### config.mk
export PLATFORM = sky130hd
export DESIGN_NAME = string_palindrome_ctrl_flat
export DESIGN_NICKNAME = d
export VERILOG_FILES = /design/src/rtl/string_palindrome_ctrl_if.sv /design/src/rtl/string_palindrome_ctrl.sv /design/src/flat_wrapper.sv
export SDC_FILE = /design/constraint.sdc
export NUM_CORES = 1
export LEC_CHECK = 0
export ABC_AREA = 1
export CAP_MARGIN = 40
export CORE_UTILIZATION = 50
export CTS_CLUSTER_DIAMETER = 50
export DETAILED_ROUTE_END_ITERATION = 12
export GPL_ROUTABILITY_DRIVEN = 0
export PLACE_DENSITY = 0.71
export SYNTH_ARGS = -nofsm -noshare
export SYNTH_HDL_FRONTEND = slang
export SYNTH_SLANG_ARGS = --single-unit
### constraint.sdc
create_clock -name clk -period 2.8 [get_ports clk]
set_input_delay 0.28 -clock clk [delete_from_list [all_inputs] [get_ports clk]]
set_output_delay 0.28 -clock clk [all_outputs]
set_load 0.02 [all_outputs]
### src/rtl/string_palindrome_ctrl_if.sv
// Symbol stream in and result stream out of the palindrome sequencer.
// Both streams: a beat transfers on a rising clk where valid && ready; the sender holds its payload stable until then.
`timescale 1ns/1ps
interface string_palindrome_ctrl_if #(
    parameter int DATA_W = 8,
    parameter int LEN_W  = 5
);
    logic              in_valid;
    logic              in_ready;
    logic [DATA_W-1:0] in_data;
    logic              in_last;
    logic              res_valid;
    logic              res_ready;
    logic              res_palindrome;
    logic [LEN_W-1:0]  res_len;
    logic              res_overflow;

    modport master (
        output in_valid, in_data, in_last, res_ready,
        input  in_ready, res_valid, res_palindrome, res_len, res_overflow
    );

    modport slave (
        input  in_valid, in_data, in_last, res_ready,
        output in_ready, res_valid, res_palindrome, res_len, res_overflow
    );
endinterface

### src/rtl/string_palindrome_ctrl.sv
// Buffers a symbol string, then walks front/back pointers one pair per cycle
// to decide whether it is a palindrome; one result per string.
`timescale 1ns/1ps
module string_palindrome_ctrl #(
    parameter  int DATA_W = 8,
    parameter  int DEPTH  = 16,
    localparam int ADDR_W = $clog2(DEPTH),
    localparam int LEN_W  = $clog2(DEPTH + 1)
) (
    input  logic                     clk,
    input  logic                     rst_n,
    string_palindrome_ctrl_if.slave  bus,
    output logic                     busy,
    output logic [1:0]               o_dbg_state
);
    typedef enum logic [1:0] {S_IDLE, S_LOAD, S_CHECK, S_RESULT} state_t;

    state_t            r_state;
    state_t            w_next;
    logic [LEN_W-1:0]  r_count;
    logic              r_ovf;
    logic [ADDR_W-1:0] r_lo;
    logic [ADDR_W-1:0] r_hi;
    logic [DATA_W-1:0] r_buf [DEPTH];
    logic              r_pal;
    logic [LEN_W-1:0]  r_len;
    logic              r_res_ovf;

    logic w_accept;
    logic w_full;
    logic w_ovf_end;
    logic w_done;
    logic w_pair_eq;

    assign w_accept  = bus.in_valid && (r_state == S_LOAD);
    assign w_full    = (r_count == LEN_W'(DEPTH));
    assign w_ovf_end = r_ovf || w_full;
    assign w_done    = (r_lo >= r_hi);
    assign w_pair_eq = (r_buf[r_lo] == r_buf[r_hi]);

    always_ff @(posedge clk or negedge rst_n) begin
        if (!rst_n) r_state <= S_IDLE;
        else        r_state <= w_next;
    end

    always_comb begin
        w_next = r_state;
        case (r_state)
            S_IDLE:   w_next = S_LOAD;
            S_LOAD:   if (w_accept && bus.in_last) w_next = w_ovf_end ? S_RESULT : S_CHECK;
            S_CHECK:  if (w_done || !w_pair_eq) w_next = S_RESULT;
            S_RESULT: if (bus.res_ready) w_next = S_LOAD;
            default:  w_next = S_IDLE;
        endcase
    end

    always_ff @(posedge clk or negedge rst_n) begin
        if (!rst_n) begin
            r_count   <= '0;
            r_ovf     <= 1'b0;
            r_lo      <= '0;
            r_hi      <= '0;
            r_pal     <= 1'b0;
            r_len     <= '0;
            r_res_ovf <= 1'b0;
        end else begin
            case (r_state)
                S_LOAD: begin
                    if (w_accept) begin
                        if (!w_full) r_count <= r_count + 1'b1;
                        else         r_ovf   <= 1'b1;
                        if (bus.in_last) begin
                            if (w_ovf_end) begin
                                r_pal     <= 1'b0;
                                r_len     <= LEN_W'(DEPTH);
                                r_res_ovf <= 1'b1;
                            end else begin
                                // The last symbol lands at index r_count, so that is hi.
                                r_lo <= '0;
                                r_hi <= r_count[ADDR_W-1:0];
                            end
                        end
                    end
                end
                S_CHECK: begin
                    if (w_done || !w_pair_eq) begin
                        r_pal     <= w_done;
                        r_len     <= r_count;
                        r_res_ovf <= 1'b0;
                    end else begin
                        r_lo <= r_lo + 1'b1;
                        r_hi <= r_hi - 1'b1;
                    end
                end
                S_RESULT: begin
                    if (bus.res_ready) begin
                        r_count <= '0;
                        r_ovf   <= 1'b0;
                    end
                end
                default: ;
            endcase
        end
    end

    // Buffer is pure storage; only symbols below the count are ever read.
    always_ff @(posedge clk) begin
        if (w_accept && !w_full) r_buf[r_count[ADDR_W-1:0]] <= bus.in_data;
    end

    assign bus.in_ready       = (r_state == S_LOAD);
    assign bus.res_valid      = (r_state == S_RESULT);
    assign bus.res_palindrome = r_pal;
    assign bus.res_len        = r_len;
    assign bus.res_overflow   = r_res_ovf;
    assign busy               = (r_state == S_CHECK) || (r_state == S_RESULT);
    assign o_dbg_state        = r_state;
endmodule

### src/flat_wrapper.sv
// flat-port wrapper written by rule: the top's interface ports become plain ports
module string_palindrome_ctrl_flat 
#(
    parameter  int DATA_W = 8,
    parameter  int DEPTH  = 16,
    localparam int ADDR_W = $clog2(DEPTH),
    localparam int LEN_W  = $clog2(DEPTH + 1)
)
  (clk, rst_n, busy, o_dbg_state, bus_in_valid, bus_in_data, bus_in_last, bus_res_ready, bus_in_ready, bus_res_valid, bus_res_palindrome, bus_res_len, bus_res_overflow);
  string_palindrome_ctrl_if #(.DATA_W(DATA_W), .LEN_W(($clog2(DEPTH + 1)))) bus_i ();
  input  logic clk;
  input  logic rst_n;
  output logic busy;
  output logic [1:0] o_dbg_state;
  input wire logic [$bits(bus_i.in_valid)-1:0] bus_in_valid;
  input wire logic [$bits(bus_i.in_data)-1:0] bus_in_data;
  input wire logic [$bits(bus_i.in_last)-1:0] bus_in_last;
  input wire logic [$bits(bus_i.res_ready)-1:0] bus_res_ready;
  output wire logic [$bits(bus_i.in_ready)-1:0] bus_in_ready;
  output wire logic [$bits(bus_i.res_valid)-1:0] bus_res_valid;
  output wire logic [$bits(bus_i.res_palindrome)-1:0] bus_res_palindrome;
  output wire logic [$bits(bus_i.res_len)-1:0] bus_res_len;
  output wire logic [$bits(bus_i.res_overflow)-1:0] bus_res_overflow;
  assign bus_i.in_valid = bus_in_valid;
  assign bus_i.in_data = bus_in_data;
  assign bus_i.in_last = bus_in_last;
  assign bus_i.res_ready = bus_res_ready;
  assign bus_in_ready = bus_i.in_ready;
  assign bus_res_valid = bus_i.res_valid;
  assign bus_res_palindrome = bus_i.res_palindrome;
  assign bus_res_len = bus_i.res_len;
  assign bus_res_overflow = bus_i.res_overflow;
  string_palindrome_ctrl #(.DATA_W(DATA_W), .DEPTH(DEPTH)) u_core (.clk(clk), .rst_n(rst_n), .bus(bus_i), .busy(busy), .o_dbg_state(o_dbg_state));
endmodule
==> impl_metrics.env <==
export IMPL_drive_gt1_frac=0.0922
export IMPL_crit_required_ns=2.52
export IMPL_grt_max_degree=85
export IMPL_hold_path_class="in2async"
export IMPL_synthCells=1029
export IMPL_area_delta_synth_final_pct=13.7
export IMPL_cts_setup_buffers=0
export IMPL_nets=1087
export IMPL_insertion_delay_ns=0.43
export IMPL_synthDominantCellAreaShare=0.456
export IMPL_powerDensity_mw_per_mm2=980
export IMPL_post_route_min_period_ns=2.58
export IMPL_synth_nets=1055
export IMPL_synth_distinct_cells=35
export IMPL_crit_path_end_kind="primary output"
export IMPL_die_w_microns=132
export IMPL_routed_wl_microns=23400
export IMPL_postPlaceCellArea_sq_mm=0.00898
export IMPL_leakage_nw=4.20
export IMPL_viasPerCell=5.56
export IMPL_synthesis_area_sq_mm=0.00843
export IMPL_slowest_delay_ns=0.55
export IMPL_rsz0062_at_grt="no"
export IMPL_die_area_sq_mm=0.0174
export IMPL_synth_main_ff_cell="edfxtp_1"
export IMPL_slew_viol_final=0
export IMPL_cts_buffer_depth=2
export IMPL_grt_pass1_vias=6508
export IMPL_yosys_top_cells_area="edfxtp_1, nand2_1, nand3_1"
export IMPL_cts_tree="done"
export IMPL_hpwl_microns=15300
export IMPL_path_cells="inv_1 > ha_1 > buf_4 > inv_1 > nand2_1 > clkdlybuf4s50_1"
export IMPL_drt_pass1_iterations=6
export IMPL_antenna_cells=0
export IMPL_synth_top_area_cell="edfxtp_1"
export IMPL_antenna_found_initial=0
export IMPL_final_cells=1294
export IMPL_globalRouteTotalUtil=0.279
export IMPL_port_buffers=24
export IMPL_max_clock_freq_mhz=388
export IMPL_finalSetupTns_ns=0
export IMPL_synth_common_cells="nand2_1, nand3_1, edfxtp_1"
export IMPL_total_power_w=0.00940
export IMPL_ys_async_sr_fraction=0.152
export IMPL_path_max_fanout=13
export IMPL_clockRootBuffer="clkbuf_16"
export IMPL_synth_edf_count=128
export IMPL_ant_nets=0
export IMPL_critical_path_class="reg2out"
export IMPL_ys_ff_latch=151
export IMPL_dp_cells=1262
export IMPL_cts_resized=0
export IMPL_die_y_microns=132
export IMPL_cpMostUsedCell="inv_1"
export IMPL_critical_path_slowest_cell="clkdlybuf4s50_1"
export IMPL_num_vias=7191
export IMPL_core_sq_mm=0.0165
export IMPL_synth_most_common_cell="nand2_1"
export IMPL_drv_cap=0
export IMPL_setup_viol=0
export IMPL_r2r_slack_ns=0.26
export IMPL_synth_seq_area_share=0.524
export IMPL_fin_hold_ws_ns=0.210
export IMPL_wl_per_cell_microns=18.1
export IMPL_num_fill_cells=1442
export IMPL_numClockSinks=151
export IMPL_start_kind="flop"
export IMPL_drc_errors=0
export IMPL_tightest_slew_ns=0.831
export IMPL_stdcell_area_sq_mm=0.00959
export IMPL_rows=47
export IMPL_grt_overflow=0
export IMPL_clk_pin_slew_ns=0.07
export IMPL_slew_limit_headroom=0.444
export IMPL_yosys_warnings=0
export IMPL_finalHoldViolations=0
export IMPL_avgSynthCellArea_sq_um=8.19
export IMPL_period_share=0.920
export IMPL_arrival_ns=2.30
export IMPL_num_io_pins=25
export IMPL_htree_levels=4
export IMPL_status="finished, final reports clean"
export IMPL_ir_worst_vdd_mv=0.605
export IMPL_finClkSkew_ns=0.0115
export IMPL_cts_hold_buf=0
export IMPL_grt_pass1_wl_microns=36500
export IMPL_drt_iter0_markers=833
export IMPL_floorplan_initialDensity=0.510
export IMPL_cts_made_buffers=17
## flip-flops by register name (all words and copies together), names as in the netlist, 2 cells and up
register,count
u_core.r_buf,128
u_core.bus.res_len,5
u_core.r_count,5
u_core.r_hi,4
u_core.r_lo,4
u_core.o_dbg_state,2
## area by class of cell
class                   count  area [sq um]  share of cell area
multi-input cells         699          3230               0.337
inverters                 129           487              0.0508
clock buffers              17           425              0.0444
flip-flops and latches    151          4420               0.461
clock inverters            15           176              0.0184
well taps                 220           275              0.0287
repair buffers             63           571              0.0595
## logic make-up after synthesis
logic type                 count (synthesis)  synth area share
adders and majority gates                 13            0.0193
xor gates and xnor gates                   2           0.00208
buffers and inverters                    179            0.0927
AOI/OAI and AO/OA                         83            0.0567
DFF                                      151             0.524
and+or+nand+nor                          601             0.305
## power breakdown
part / internal, W / total (W) / switching [W]
registers: 0.00266 / 0.00282 / 0.000167
clock network: 0.00140 / 0.00236 / 0.000955
logic: 0.00135 / 0.00422 / 0.00286
total: 0.00541 / 0.00940 / 0.00398
## final timing paths
check,endpoint,start,cells past startpoint
setup / recovery,busy,u_core.o_dbg_state[0],6
hold / removal,u_core.bus.res_palindrome,rst_n,2
setup reg to reg,u_core.r_hi[3],u_core.r_lo[2],15
hold reg to reg,u_core.bus.res_len[1],u_core.bus.res_len[1],2
max in group asynchronous,u_core.r_hi[0],rst_n,2
min in group clk,u_core.bus.res_len[1],u_core.bus.res_len[1],2
## worst max-delay path: cells and delay by family (launching register included)
family | cells | cell delay [ns]
buf+inv | 4 | 1.13
simple gates | 1 | 0.10
fa+ha+maj | 1 | 0.21
flops | 1 | 0.42
## per-layer routing
layer / global-route usage / routed length (microns) / vias up
li1: - / - / 3424
met1: 0.394 / 9890 / 3307
met2: 0.432 / 10700 / 415
met3: 0.0504 / 2290 / 45
met4: 0.101 / 560 / 0
met5: 0 / 0 / -
## metrics by stage
stage | utilization | setup slack (ns)
6_report | 0.580 | 0.223
5_1_grt | 0.580 | 0.0463
4_1_cts | 0.580 | 0.236
3_5_place_dp | 0.544 | 0.322
3_3_place_gp | 0.544 | 0.384
2_1_floorplan | - | 0.598
## placed cells by master, fill, tap and decap left out, drive strengths merged
cell type / synthesis / layout
nand2: 337 / 337
nand3: 162 / 162
inv: 129 / 132
edfxtp: 128 / 128
nor2: 83 / 83
buf: 45 / 39
o21ai: 38 / 38
clkdlybuf4s50: 0 / 24
dfrtp: 23 / 23
a21oi: 22 / 22
o211ai: 20 / 20
clkbuf: 5 / 17
ha: 13 / 13
or2: 8 / 8
nand4: 5 / 5
clkinv: 0 / 5
clkinvlp: 0 / 4
nor3b: 3 / 3
bufinv: 0 / 3
o21bai: 2 / 2
nor3: 2 / 2
o311ai: 1 / 1
and2: 1 / 1
xnor2: 1 / 1
xor2: 1 / 1
Note: power is estimated with default switching activity, not from simulation.
